===== src/rtl/sysex_engine.sv =====
// sysex_engine: parses educational-ID (0x7D) sysex frames into register writes, bank/patch loads and patch dumps.
// Optional macro SYSEX_CHECKSUM_EN adds a 7-bit checksum after load data and before the dump's closing F7.
module sysex_engine #(
  parameter int BANK_W      = 3,
  parameter int ADDR_W      = 7,
  parameter int BANK_DEPTH  = 64,
  parameter int PATCH_BANKS = 4,
  parameter logic [BANK_W*PATCH_BANKS-1:0] PATCH_BANK_MAP = 12'b101_010_001_000
) (
  input  logic              reg_clk,
  input  logic              reset_reg_N,
  input  logic [3:0]        midi_ch,
  input  logic              rx_valid,
  input  logic [7:0]        rx_data,
  input  logic              dump_req,
  output logic              wr_en,
  output logic [BANK_W-1:0] wr_bank,
  output logic [ADDR_W-1:0] wr_addr,
  output logic [7:0]        wr_data,
  output logic [BANK_W-1:0] rd_bank,
  output logic [ADDR_W-1:0] rd_addr,
  input  logic [7:0]        rd_data,
  output logic              tx_valid,
  output logic [7:0]        tx_data,
  input  logic              tx_ready,
  output logic              busy,
  output logic              err
);
  localparam int PIDX_W = $clog2(PATCH_BANKS + 1);
  localparam logic [ADDR_W-1:0] LAST_ADDR = ADDR_W'(BANK_DEPTH - 1);
  localparam logic [PIDX_W-1:0] LAST_PIDX = PIDX_W'(PATCH_BANKS - 1);

  typedef enum logic [2:0] {R_IDLE, R_MFR, R_CMD, R_CTRL, R_BANK, R_PATCH, R_SKIP} rx_state_t;
  typedef enum logic [2:0] {T_IDLE, T_HDR, T_RD, T_DATA, T_END} tx_state_t;

  function automatic logic [BANK_W-1:0] map_bank(input logic [PIDX_W-1:0] idx);
    return PATCH_BANK_MAP[BANK_W*idx +: BANK_W];
  endfunction

  rx_state_t         rx_q;
  tx_state_t         tx_q;
  logic [2:0]        cnt_q;
  logic [BANK_W-1:0] c_bank_q, ld_bank_q;
  logic [ADDR_W-1:0] c_addr_q, addr_q;
  logic [7:0]        c_data_q;
  logic [PIDX_W-1:0] pidx_q;
  logic              full_q, dump_pend_q, err_q;
  logic              wr_en_q;
  logic [BANK_W-1:0] wr_bank_q, rd_bank_q;
  logic [ADDR_W-1:0] wr_addr_q, rd_addr_q, t_addr_q;
  logic [7:0]        wr_data_q, tx_data_q;
  logic [PIDX_W-1:0] t_pidx_q;
  logic [1:0]        hdr_q;
  logic              rd_wait_q, tx_valid_q;
`ifdef SYSEX_CHECKSUM_EN
  logic [6:0]        sum_q, t_sum_q;
  logic              cks_seen_q, cks_sent_q;
`endif

  logic byte_v, is_f0, is_f7, tx_start, start_err;
  assign byte_v    = rx_valid && (rx_data < 8'hF8);  // realtime bytes never reach the parser
  assign is_f0     = byte_v && (rx_data == 8'hF0);
  assign is_f7     = byte_v && (rx_data == 8'hF7);
  assign tx_start  = dump_req || (is_f7 && dump_pend_q);
  assign start_err = tx_start && (tx_q != T_IDLE);

  always_ff @(posedge reg_clk or negedge reset_reg_N) begin
    if (!reset_reg_N) begin
      rx_q <= R_IDLE;       cnt_q <= '0;       c_bank_q <= '0;    c_addr_q <= '0;
      c_data_q <= '0;       ld_bank_q <= '0;   addr_q <= '0;      pidx_q <= '0;
      full_q <= 1'b0;       dump_pend_q <= 1'b0; err_q <= 1'b0;
      wr_en_q <= 1'b0;      wr_bank_q <= '0;   wr_addr_q <= '0;   wr_data_q <= '0;
`ifdef SYSEX_CHECKSUM_EN
      sum_q <= '0;          cks_seen_q <= 1'b0;
`endif
    end else begin
      wr_en_q <= 1'b0;
      if (is_f0) begin
        rx_q <= R_MFR;      cnt_q <= '0;       addr_q <= '0;      pidx_q <= '0;
        full_q <= 1'b0;     dump_pend_q <= 1'b0; err_q <= 1'b0;
`ifdef SYSEX_CHECKSUM_EN
        sum_q <= '0;        cks_seen_q <= 1'b0;
`endif
      end else if (is_f7) begin
        rx_q        <= R_IDLE;
        dump_pend_q <= 1'b0;
        if (rx_q == R_CTRL) begin
          if (cnt_q == 3'd3) begin
            wr_en_q   <= 1'b1;
            wr_bank_q <= c_bank_q;
            wr_addr_q <= c_addr_q;
            wr_data_q <= c_data_q;
          end else begin
            err_q <= 1'b1;
          end
        end
`ifdef SYSEX_CHECKSUM_EN
        if ((rx_q == R_BANK || rx_q == R_PATCH) && !cks_seen_q) err_q <= 1'b1;
`endif
      end else if (byte_v && rx_data[7]) begin
        if (rx_q != R_IDLE && rx_data < 8'hF0) begin
          rx_q        <= R_IDLE;
          dump_pend_q <= 1'b0;
          err_q       <= 1'b1;
        end
      end else if (byte_v) begin
        case (rx_q)
          R_MFR: rx_q <= (rx_data == 8'h7D) ? R_CMD : R_SKIP;
          R_CMD: begin
            rx_q <= R_SKIP;
            if (rx_data[3:0] == midi_ch) begin
              case (rx_data[6:4])
                3'd1:    rx_q <= R_CTRL;
                3'd2:    rx_q <= R_BANK;
                3'd7:    rx_q <= R_PATCH;
                3'd3:    dump_pend_q <= 1'b1;
                default: ;
              endcase
            end
          end
          R_CTRL: begin
            case (cnt_q)
              3'd0:    c_bank_q <= rx_data[BANK_W-1:0];
              3'd1:    c_addr_q <= rx_data[ADDR_W-1:0];
              3'd2:    c_data_q <= rx_data;
              default: ;
            endcase
            if (cnt_q != 3'd4) cnt_q <= cnt_q + 3'd1;
          end
          R_BANK, R_PATCH: begin
            if (rx_q == R_BANK && cnt_q == 3'd0) begin
              ld_bank_q <= rx_data[BANK_W-1:0];
              cnt_q     <= 3'd1;
            end else if (!full_q) begin
              wr_en_q   <= 1'b1;
              wr_bank_q <= (rx_q == R_BANK) ? ld_bank_q : map_bank(pidx_q);
              wr_addr_q <= addr_q;
              wr_data_q <= rx_data;
`ifdef SYSEX_CHECKSUM_EN
              sum_q     <= sum_q + rx_data[6:0];
`endif
              if (addr_q == LAST_ADDR) begin
                addr_q <= '0;
                pidx_q <= pidx_q + 1'b1;
                if (rx_q == R_BANK || pidx_q == LAST_PIDX) full_q <= 1'b1;
              end else begin
                addr_q <= addr_q + 1'b1;
              end
            end
`ifdef SYSEX_CHECKSUM_EN
            else if (!cks_seen_q) begin
              cks_seen_q <= 1'b1;
              if (rx_data[6:0] != (7'd0 - sum_q)) err_q <= 1'b1;
            end
`endif
            else begin
              err_q <= 1'b1;
            end
          end
          default: ;
        endcase
      end
      if (start_err) err_q <= 1'b1;
    end
  end

  // Each data byte takes one T_RD cycle for the address, one for rd_data, then waits in T_DATA for acceptance.
  always_ff @(posedge reg_clk or negedge reset_reg_N) begin
    if (!reset_reg_N) begin
      tx_q <= T_IDLE;     tx_valid_q <= 1'b0;  tx_data_q <= '0;  hdr_q <= '0;
      rd_bank_q <= '0;    rd_addr_q <= '0;     t_addr_q <= '0;   t_pidx_q <= '0;
      rd_wait_q <= 1'b0;
`ifdef SYSEX_CHECKSUM_EN
      t_sum_q <= '0;      cks_sent_q <= 1'b0;
`endif
    end else begin
      case (tx_q)
        T_IDLE: if (tx_start) begin
          tx_q       <= T_HDR;
          tx_valid_q <= 1'b1;
          tx_data_q  <= 8'hF0;
          hdr_q      <= '0;
          t_addr_q   <= '0;
          t_pidx_q   <= '0;
`ifdef SYSEX_CHECKSUM_EN
          t_sum_q    <= '0;
          cks_sent_q <= 1'b0;
`endif
        end
        T_HDR: if (tx_ready) begin
          hdr_q <= hdr_q + 2'd1;
          case (hdr_q)
            2'd0:    tx_data_q <= 8'h7D;
            2'd1:    tx_data_q <= {4'h7, midi_ch};
            default: begin
              tx_q       <= T_RD;
              tx_valid_q <= 1'b0;
              rd_bank_q  <= map_bank('0);
              rd_addr_q  <= '0;
              rd_wait_q  <= 1'b1;
            end
          endcase
        end
        T_RD: begin
          if (rd_wait_q) begin
            rd_wait_q <= 1'b0;
          end else begin
            tx_q       <= T_DATA;
            tx_valid_q <= 1'b1;
            tx_data_q  <= rd_data;
`ifdef SYSEX_CHECKSUM_EN
            t_sum_q    <= t_sum_q + rd_data[6:0];
`endif
          end
        end
        T_DATA: if (tx_ready) begin
          if (t_addr_q == LAST_ADDR && t_pidx_q == LAST_PIDX) begin
            tx_q <= T_END;
`ifdef SYSEX_CHECKSUM_EN
            tx_data_q <= {1'b0, 7'd0 - t_sum_q};
`else
            tx_data_q <= 8'hF7;
`endif
          end else begin
            tx_q       <= T_RD;
            tx_valid_q <= 1'b0;
            rd_wait_q  <= 1'b1;
            if (t_addr_q == LAST_ADDR) begin
              t_addr_q  <= '0;
              t_pidx_q  <= t_pidx_q + 1'b1;
              rd_addr_q <= '0;
              rd_bank_q <= map_bank(t_pidx_q + 1'b1);
            end else begin
              t_addr_q  <= t_addr_q + 1'b1;
              rd_addr_q <= t_addr_q + 1'b1;
            end
          end
        end
        T_END: if (tx_ready) begin
`ifdef SYSEX_CHECKSUM_EN
          if (!cks_sent_q) begin
            cks_sent_q <= 1'b1;
            tx_data_q  <= 8'hF7;
          end else
`endif
          begin
            tx_q       <= T_IDLE;
            tx_valid_q <= 1'b0;
          end
        end
        default: tx_q <= T_IDLE;
      endcase
    end
  end

  assign wr_en    = wr_en_q;
  assign wr_bank  = wr_bank_q;
  assign wr_addr  = wr_addr_q;
  assign wr_data  = wr_data_q;
  assign rd_bank  = rd_bank_q;
  assign rd_addr  = rd_addr_q;
  assign tx_valid = tx_valid_q;
  assign tx_data  = tx_data_q;
  assign err      = err_q;
  assign busy     = (rx_q == R_BANK) || (rx_q == R_PATCH) || (tx_q != T_IDLE);
endmodule

===== config.mk =====
export PLATFORM = sky130hd
export DESIGN_NAME = sysex_engine
export DESIGN_NICKNAME = d
export VERILOG_FILES = /design/src/rtl/sysex_engine.sv
export SDC_FILE = /design/constraint.sdc
export NUM_CORES = 1
export LEC_CHECK = 0
export ABC_CLOCK_PERIOD_IN_PS = 4600
export BUFFER_PORTS_ARGS = -buffer_cell sky130_fd_sc_hd__buf_4
export CORE_MARGIN = 2
export CORE_UTILIZATION = 45
export DETAILED_ROUTE_END_ITERATION = 6
export HOLD_SLACK_MARGIN = 0.15
export PLACE_DENSITY = 0.75
export SETUP_SLACK_MARGIN = 0.1
export SLEW_MARGIN = 30
export SYNTH_ARGS = -nofsm -noshare
export SYNTH_HDL_FRONTEND = slang
export SYNTH_SLANG_ARGS = --single-unit

===== constraint.sdc =====
create_clock -name reg_clk -period 4.6 [get_ports reg_clk]
set_input_delay 0.92 -clock reg_clk [delete_from_list [all_inputs] [get_ports reg_clk]]
set_output_delay 0.92 -clock reg_clk [all_outputs]
set_load 0.01 [all_outputs]

# Word-level counts from Yosys, hierarchy flattened
# Index checks and enable logic that the tools add are counted.
# classes
addsub,6
mul,2
magnitude_cmp,2
eq_ne,52
shifts,2
muxes,144
n_bitwise,3
n_reduce_logical,61
# op_table
op,count
7-bit 2-to-1 mux,22
3-bit 2-to-1 mux,46
8-bit 2-to-1 mux,13
1-bit 2-to-1 mux,48
6-bit AND reduction,8
8-bit case mux with 4 select lines,1
3-bit by 2-bit == test with 1-bit output (second input constant),10
2-bit inequality test (second input constant),14
7-bit case mux with 2 select lines,2
5-bit AND reduction,5
5-bit nonzero test,5
3-bit case mux with 2 select lines,4
12-bit by 6-bit variable part select with 3-bit output (first input constant),2
7-bit AND reduction,3
4-bit nonzero test,5
8-bit == test (second input constant),2
8-bit less-than comparator (second input constant),2
8-bit case mux with 2 select lines,1
8-bit AND reduction,2
2-bit nonzero test,8
3-bit case mux with 5 select lines,1
7-bit by 1-bit adder with 7-bit output (second input constant),2
7-bit by 6-bit == test with 1-bit output (second input constant),2
3-bit by 1-bit == test with 1-bit output (second input constant),4
29 further kinds,60
# word_totals
regBits,94
input_bits,25

# Depth between registers and ports, before layout
# Gate-level depths: netlist of run 1.
# depth
ltp_word,11
depth_mapped,8
mapped_depth_nobuf,7

# Worst setup path before layout of run 1
# Ideal clock, no wire load.
# synth_timing
path_kind,in2reg
start,input rx_valid
end,"register tx_data_q[2], in the netlist tx_data[2]"
arrival_time_ns,2.413
t_required_ns,4.475
slack_ns,2.062
path_stages,6
n_path_buf,2
path_cell_list,buf_4 and3b_1 a41oi_2 a2111oi_2 buf_6 mux2_4
# synth_via
elab_chain_len,6
# synth_rtl
element,line,source
"start, declared",13,"input logic rx_valid,"
1-bit logical AND,61,assign byte_v = rx_valid && (rx_data < 8'hF8);
1-bit logical AND,63,assign is_f7 = byte_v && (rx_data == 8'hF7);
1-bit logical AND,64,assign tx_start = dump_req || (is_f7 && dump_pend_q);
1-bit logical OR,64,
2-bit inequality test (no source line),--,
7-bit AND reduction (no source line),--,
"end signal, assigned",194,"2'd1: tx_data_q <= {4'h7, midi_ch};"
"end signal, assigned",210,tx_data_q <= rd_data;
"end, declared",51,"logic [7:0] wr_data_q, tx_data_q;"
# No other way between the ends.
# A chain may end at the register's enable or synchronous reset.

# Final worst setup path of run 1
# layout_timing
start,register tx_q[1]
end,output busy
# layout_via
elab_chain_len,2
# layout_rtl
element,line,source
"start, declared",41,tx_state_t tx_q;
"start signal, assigned",170,tx_q <= T_IDLE; tx_valid_q <= 1'b0; tx_data_q <= '0; hdr_q <= '0;
"start signal, assigned",179,tx_q <= T_HDR;
"start signal, assigned",196,tx_q <= T_RD;
3-bit nonzero test,265,assign busy = (rx_q == R_BANK) || (rx_q == R_PATCH) || (tx_q != T_IDLE);
1-bit logical OR,265,
"end, declared",26,"output logic busy,"
# No other way between the ends.

==> results of run 1 <==
-- through the flow --
step,instances,utilization,worst slack (ns)
floorplan,513,-,2.062
global placement,690,0.5093,1.714
detailed placement,691,0.5108,1.676
CTS,707,0.5290,1.988
global route,707,0.5295,1.858
finish,707,0.5295,2.000
-- metal layers --
layer / part of all wire / GRT usage
met5: 0 / 0
met4: 0.018 / 0.06420
met3: 0.078 / 0.04801
met2: 0.44 / 0.3042
met1: 0.46 / 0.2933
-- cell usage after synthesis (6+ instances only) --
cell                       instances  area share
sky130_fd_sc_hd__a21oi_1          20       0.020
sky130_fd_sc_hd__nor2_1           34       0.025
sky130_fd_sc_hd__clkbuf_1         10      0.0075
sky130_fd_sc_hd__buf_2            12       0.012
sky130_fd_sc_hd__a22o_1            7       0.012
sky130_fd_sc_hd__nand3_1          16       0.016
sky130_fd_sc_hd__xnor2_1           6       0.010
sky130_fd_sc_hd__mux2i_1          10       0.020
sky130_fd_sc_hd__ha_1             16       0.040
sky130_fd_sc_hd__nand4_1           6      0.0075
sky130_fd_sc_hd__mux2_2           23       0.052
sky130_fd_sc_hd__dfrtp_1          94        0.47
sky130_fd_sc_hd__nor3_1           10       0.010
sky130_fd_sc_hd__nand2_1          59       0.044
sky130_fd_sc_hd__inv_1            18       0.013
sky130_fd_sc_hd__o21ai_0          67       0.067
-- worst min-delay path by stage --
stage	start	end	slack, ns
after floorplan	c_data_q[7]	c_data_q[7]	0.45
after global placement	rd_addr[5]	rd_addr[5]	0.46
after detailed placement	rd_addr[5]	rd_addr[5]	0.47
after CTS	rd_addr[5]	rd_addr[5]	0.49
after global routing	wr_data[3]	wr_data[3]	0.51
final	rd_addr[5]	rd_addr[5]	0.48
-- cells by family (layout without fill, tap and decap cells) --
family,after synthesis,in the layout,synth area share
fa+ha+maj,16,16,0.03998
compound gates,134,134,0.1667
xor+xnor,10,10,0.01749
buf+inv,47,101,0.04573
simple gates,177,177,0.1827
mux,35,35,0.07771
flops,94,94,0.4698
-- critical path, delay by kind of cell (launching register included) --
family / cells / cell delay (ns)
flops: 1 / 0.62
buf+inv: 1 / 0.16
simple gates: 2 / 0.52
-- state kept, by name, summed over array words and instances (netlist names), 2 cells and up --
register	count
addr_q	7
c_addr_q	7
c_bank_q	3
c_data_q	8
cnt_q	3
hdr_q	2
ld_bank_q	3
pidx_q	3
rd_addr	7
rd_bank	3
rx_q	3
t_addr_q	7
t_pidx_q	3
tx_data	8
tx_q	3
wr_addr	7
wr_bank	3
wr_data	8
-- power groups by stage --
stage | logic [mW] | registers, mW | clock network [mW]
after floorplan | 0.578 | 1.12 | 0
after CTS | 0.847 | 1.14 | 0.581
after global placement | 0.820 | 1.14 | 0
final | 0.845 | 1.14 | 0.565
after detailed placement | 0.844 | 1.15 | 0
after global routing | 0.948 | 1.17 | 0.611
-- area by class of cell --
type,count,area share
clock buffers,9,0.02158
clock inverters,7,0.01264
multi-input cells,372,0.4265
repair buffers,67,0.08718
flip-flops and latches,94,0.4098
inverters,18,0.01177
well taps,140,0.03051
==> out/summary.md, run 1 <==
Before antenna repair, the detailed router went through 5 iterations. The cell count of the worst reg-to-reg path is 7, and the starting density of the core is 0.4619. For the via count of the first global-routing pass, the log shows 3859.

Relative to the synthesized area, the layout overhead comes to 14.64%. Summing all flip-flop and latch instances after layout gives 2352 um^2. The clock share of power was 0.222. Final hold analysis gives a worst-case slack of 0.4841 ns. The number of instances on the worst hold path is 1, and the net load switching power is 921.0 uW.

The flow ran to the end, and the final reports show no timing, DRC or antenna violations. For the share of synthesized area occupied by flip-flops and latches, the log shows 0.4698. The worst setup skew after layout came out at 0.01087 ns.

The tools report the capturing element of the worst setup path as busy. The maximum fanout count along the critical path was 23. The boundary pin count was 65. Normalized max-slew margin: 0.3932.

Across the run, the number of max-cap violations was 0. The cell area that synthesis handed to floorplanning was 5007 um^2. The run gives 0 as the total of cells resized after clock tree synthesis.

The proportion of register bits with asynchronous set or reset after synthesis came out at 1.000. The cell sitting at the root of the clock tree is a sky130_fd_sc_hd__clkbuf_8. For flop-to-flop paths, the worst setup slack is 2.05 ns. The global-route wire length before repair came out at 19.11 mm. The critical path goes through nor3_1, nand2_1, buf_4. The run gives 5538 um^2 as the instance area at placement. The tools report the portion of total power attributed to sequential cells as 0.446.

Yosys mapped a number of flops with a built-in enable equal to 0. The floorplan core area was 10840 um^2. The combinational share of power was 0.332; the area of combinational cells with multiple inputs was 2449 um^2. Clock-pin slew was measured on the worst setup and hold paths at 0.09 ns. The logs give 38 for the number of rows created at floorplan and 0 for the number of remaining DRC errors. The synthesis-stage register bit count is 94.

TritonCTS built the clock tree. From left edge to right edge, the die measures 109.5 um. The clock drives 94 sinks. The tools report the final count of hold timing violations as 0.

The final wirelength is 11.45 mm, and the net switching share of the total power is 0.3617. The internal portion of the total power is 1.625 mW. The clock latency on the worst-skew pair was 0.38 ns; the number of diodes added for antenna fixing was 0. After synthesis, the mean cell area works out to 9.761 um^2.

With fillers left out, the area of the finished cells amounts to 5741 um^2. The detail route stage leaves a number of antenna-violating nets equal to 0. The number of levels in the clock H-tree was 3; the number of hold-repair buffers added at the cts stage was 0. The tools report the worst setup path startpoint as tx_q[1]. The run gives 0 as the max-slew violation count.

The peak ir drop on the vdd network is 0.0003536 V. Among all flip-flop cells after synthesis, the most frequent one is sky130_fd_sc_hd__dfrtp_1. In this run the tool buffered the top-level ports with 64 buffer cells. The startpoint-to-endpoint class of the critical path was reg2out. The global-route congestion overflow total is 0. The worst min-delay path category is reg2reg. The slowest stage of the critical path is the sky130_fd_sc_hd__dfrtp_1 cell.

The fraction of final layout cells with drive strength greater than 1 was 0.2169; the net count of the mapped netlist was 554. Count of cell types in the netlist: 66. The detailed router finished its first iteration with 213 violations.

In this run the deepest clock path goes through 2 buffers. The final weighted congestion of routability-driven global placement came out at 0.8981. The final total negative setup slack was 0 ns. For the buffer count from post-CTS setup fixing, the log shows 0. The detailed-placement wirelength estimate came out at 8.265 mm. Endpoint kind of the worst setup timing path: an output pin. The number of fill cells in the layout is 1012, and the arrival time at the worst endpoint is 1.68 ns. The top cell types in the final layout, fill and taps aside, are sky130_fd_sc_hd__dfrtp_1, sky130_fd_sc_hd__o21ai_0, sky130_fd_sc_hd__buf_4. At the worst endpoint, the required time is 3.68 ns.

The full die area is 11990 um^2. For this run, the post-layout net count is 603. Setup repair after global routing left no endpoint under its margin. The maximum number of pins on one net before global-route repair was 66.

The tools report the total track usage as 0.2037. The post-detailed-route via-to-cell ratio was 5.731. The tools report the startpoint of the worst register-to-register path as t_pidx_q[0]. The most common cell after layout, fill and taps aside is sky130_fd_sc_hd__dfrtp_1. The endpoint identified for the worst register-to-register timing path is t_pidx_q[1]. The die is 109.5 um tall. The number of instances in the synthesized netlist was 513; the total setup violations reported at the end of the flow was 0. The logs give 4052 for the number of vias after detailed routing and 9 for the number of CTS-inserted buffers. Power comes to 2.546 mW.

After detailed routing, the average wire length per cell comes to 16.20 um. The power per unit of standard cell area was 443.6 nW/um^2; the minimum clock period was 2.600 ns. Number of antenna violations at the first check in global routing: 0. The worst setup path is launched from a register.

Summed over all cells, the static leakage comes to 2.599 nW. For this run, the slowest stage of the critical path takes 0.62 ns. The final cycle utilization of the critical path was 0.5653. At the pin with the least slew margin, the transition time is 0.9101 ns.

Static timing analysis puts the maximum clock frequency at 384.6 MHz. Number of warnings issued by yosys: 0.
No activity file was read; power rests on OpenSTA's default activity.
==> inputs of run 2 (changes only) <==
- ABC_CLOCK_PERIOD_IN_PS: 4600 -> 2100
- PLACE_DENSITY: 0.75 -> 0.77
- clock period: 4.6 -> 2.1 ns (I/O delays scaled with it)
==> run 2 against run 1 <==
  * The flow now finishes with violations (negative setup slack)
  * Sequential cell count did not move
  * Total power up 150%
  * Die area unchanged
  * Non-clock buffer count up 63
  * Hold slack got worse by 0.16 ns
  * Count of clock-buffer cells in the layout grew 2
  * Sequential share of layout area decreased by 4.5 points
  * Final cell count is 8.9% higher
  * Clock power increased by 130%
==> out/summary.md, run 2 (synthesized netlist as in run 1, its figures left out) <==
The flow ran to the end, but the final reports show violations. The checks that failed: negative setup slack. The run gives 0.4619 (unchanged) as the starting density of the core.

The detailed-placement wirelength estimate is 9.452 mm (+14%), and the normalized max-slew margin is 0.6511 (+0.2578). Peak ir drop on the vdd network: 0.0008537 V (+140%). The final total negative setup slack was -0.04078 ns (-0.04078 ns); the total track usage was 0.2266 (+0.02285). The logs give 0 (unchanged) for the number of antenna violations at the first check in global routing and 0 (unchanged) for the global-route congestion overflow total. The total of buffers placed on input and output ports works out to 64 (unchanged). The global-route wire length before repair is 21.16 mm (+11%), and the overall power consumption is 6.244 mW (+150%). Power per unit of standard cell area: 968.0 nW/um^2 (+120%).

The most common cell after layout, fill and taps aside is sky130_fd_sc_hd__buf_4. The maximum number of pins on one net before global-route repair came out at 39 (-41%). The post-detailed-route via-to-cell ratio came out at 5.799 (+1.2%).

The fraction of final layout cells with drive strength greater than 1 was 0.3397 (+0.1228); the number of levels in the clock H-tree was 3 (unchanged). The setup path with the least slack is of type reg2reg. Leaving out fill and tap cells, the most frequent cells in the layout are sky130_fd_sc_hd__buf_4, sky130_fd_sc_hd__dfrtp_1, sky130_fd_sc_hd__o21ai_0. The CTS clock-pin slew for the worst setup and hold paths came out at 0.10 ns (about the same). Static timing analysis puts the maximum clock frequency at 467.1 MHz. Max-slew violation count: 0 (unchanged).

The worst min-delay path category was in2reg. The tools report the arrival time at the worst endpoint as 2.41 ns (+0.73 ns). STA classifies the critical path endpoint as a register. The die width is 109.5 um (unchanged). The total setup violations reported at the end of the flow came out at 1 (+1). For the full die area, the log shows 11990 um^2 (unchanged). For the maximum clock insertion buffer count, the log shows 2 (unchanged). The DRC marker count from the first detailed-route iteration was 328 (+54%). The cell count of the worst reg-to-reg path was 6 (-1).

The tools report the clock latency on the worst-skew pair as 0.37 ns (about the same). The cell at the root of the clock tree is sky130_fd_sc_hd__clkbuf_8. The design internal power was 4.008 mW (+150%); the first-pass detailed-route iteration total was 5 (unchanged). The net switching share of the total power is 0.3582 (-0.003484). The number of rows created at floorplan is 38 (unchanged). The run gives 0.008397 ns (-0.002471 ns) as the worst setup skew after layout. Setup repair after global routing could not meet its margin everywhere. The clock share of power is 0.204 (-0.018).

The run gives 94 (unchanged) as the number of sinks on the clock net. The boundary pin count is 65 (unchanged). For the number of remaining DRC errors, the log shows 0 (unchanged). The tools report the floorplan core area as 10840 um^2 (unchanged). The logs give 9 (unchanged) for the number of CTS-inserted buffers and 2.963 nW (+14%) for the static leakage. The minimum clock period is 2.141 ns, and the y dimension of the die is 109.5 um (unchanged). The detail-routed net length per standard cell is 17.36 um (+7.2%), and the transition time of the tightest slew-check pin is 0.5211 ns (-0.3891 ns). The final wirelength is 13.37 mm (+17%), and the number of diodes added for antenna fixing is 0 (unchanged). The worst setup path is launched from a register. The number of instances on the worst hold path is 3 (+2), and the via count of the first global-routing pass is 4324 (+12%). The number of nets in the layout is 666 (+10%), and the portion of total power attributed to sequential cells is 0.386 (-0.060). For the number of vias after detailed routing, the log shows 4465 (+10%).

The final cycle utilization of the critical path is 1.019. The run gives 2.37 ns (-1.31 ns) as the worst path required time. TritonCTS built the clock tree. The combinational share of power is 0.410 (+0.078). The maximum fanout count along the critical path works out to 5 (-78%).

The area growth from synthesis to layout was 28.84%; the slack of the worst reg-to-reg path was -0.04 ns (-2.09 ns). The logs give 0.9274 (+3.3%) for the final weighted congestion of routability-driven global placement and 0 (unchanged) for the final count of hold timing violations. The number of maximum-capacitance violations was 0 (unchanged); the antenna violation net count after detailed routing was 0 (unchanged). The setup slack after layout is -0.04078 ns (-2.040 ns), and the net load switching power is 2.237 mW (+140%).
run 2: cell type report:
class | instances | area [um^2]
timing repair buffer | 130 | 1061
sequential | 94 | 2355
clock inverter | 5 | 56.30
multi-input combinational | 372 | 2585
clock buffer | 11 | 151.4
tap | 140 | 175.2
fill | 910 | 4389
inverter | 18 | 67.56
run 2: critical path, cell delays in order (launching register included):
cell	delay, ns
sky130_fd_sc_hd__dfrtp_1	0.41
sky130_fd_sc_hd__ha_1	0.22
sky130_fd_sc_hd__buf_4	0.16
sky130_fd_sc_hd__o21ai_0	0.28
sky130_fd_sc_hd__a21oi_1	0.17
sky130_fd_sc_hd__or3b_2	0.49
sky130_fd_sc_hd__mux2_4	0.31
run 2: path summary, 6_finish.rpt:
| check | from | endpoint |
|---|---|---|
| max | hdr_q[0] | tx_q[0] |
| max reg2reg | hdr_q[0] | tx_q[0] |
| min in group asynchronous | reset_reg_N | t_addr_q[2] |
| min | rd_data[4] | tx_data[4] |
| max in group asynchronous | reset_reg_N | cnt_q[1] |
| min reg2reg | rd_addr[5] | rd_addr[5] |
run 2: routing by layer:
layer,track usage,routed length [um],part of all wire
met1,0.3029,5712,0.43
met2,0.3646,6373,0.48
met3,0.05039,981,0.073
met4,0.07685,302,0.023
met5,0,0,0
run 2: power groups by stage:
stage          Sequential (mW)  Clock, mW  Combinational, mW
2_1_floorplan             2.46          0               1.29
3_3_place_gp              2.44          0               2.16
3_5_place_dp              2.46          0               2.23
4_1_cts                   2.40       1.30               2.39
5_1_grt                   2.46       1.37               2.80
6_report                  2.41       1.28               2.56
run 2: metrics by stage:
step	hold slack [ns]	worst slack (ns)	std cells	util	instance area [um^2]
floorplan	0.1244	0.1061	513	-	5021
global placement	0.4212	0.001244	740	0.5509	5972
detailed placement	0.4319	-0.003155	740	0.5509	5972
CTS	0.3099	0.08478	763	0.5789	6276
global route	0.3397	-0.1032	770	0.5951	6451
finish	0.3251	-0.04078	770	0.5951	6451
run 2: timing repair:
action / 4_1_cts / 5_1_grt
endpoints found under the hold margin: 36 / 0
hold buffers: 1 / 0
gates resized for setup: 11 / 33
endpoints found under the setup margin: 34 / 49
setup buffers: 6 / 7
pin swaps: 4 / 14
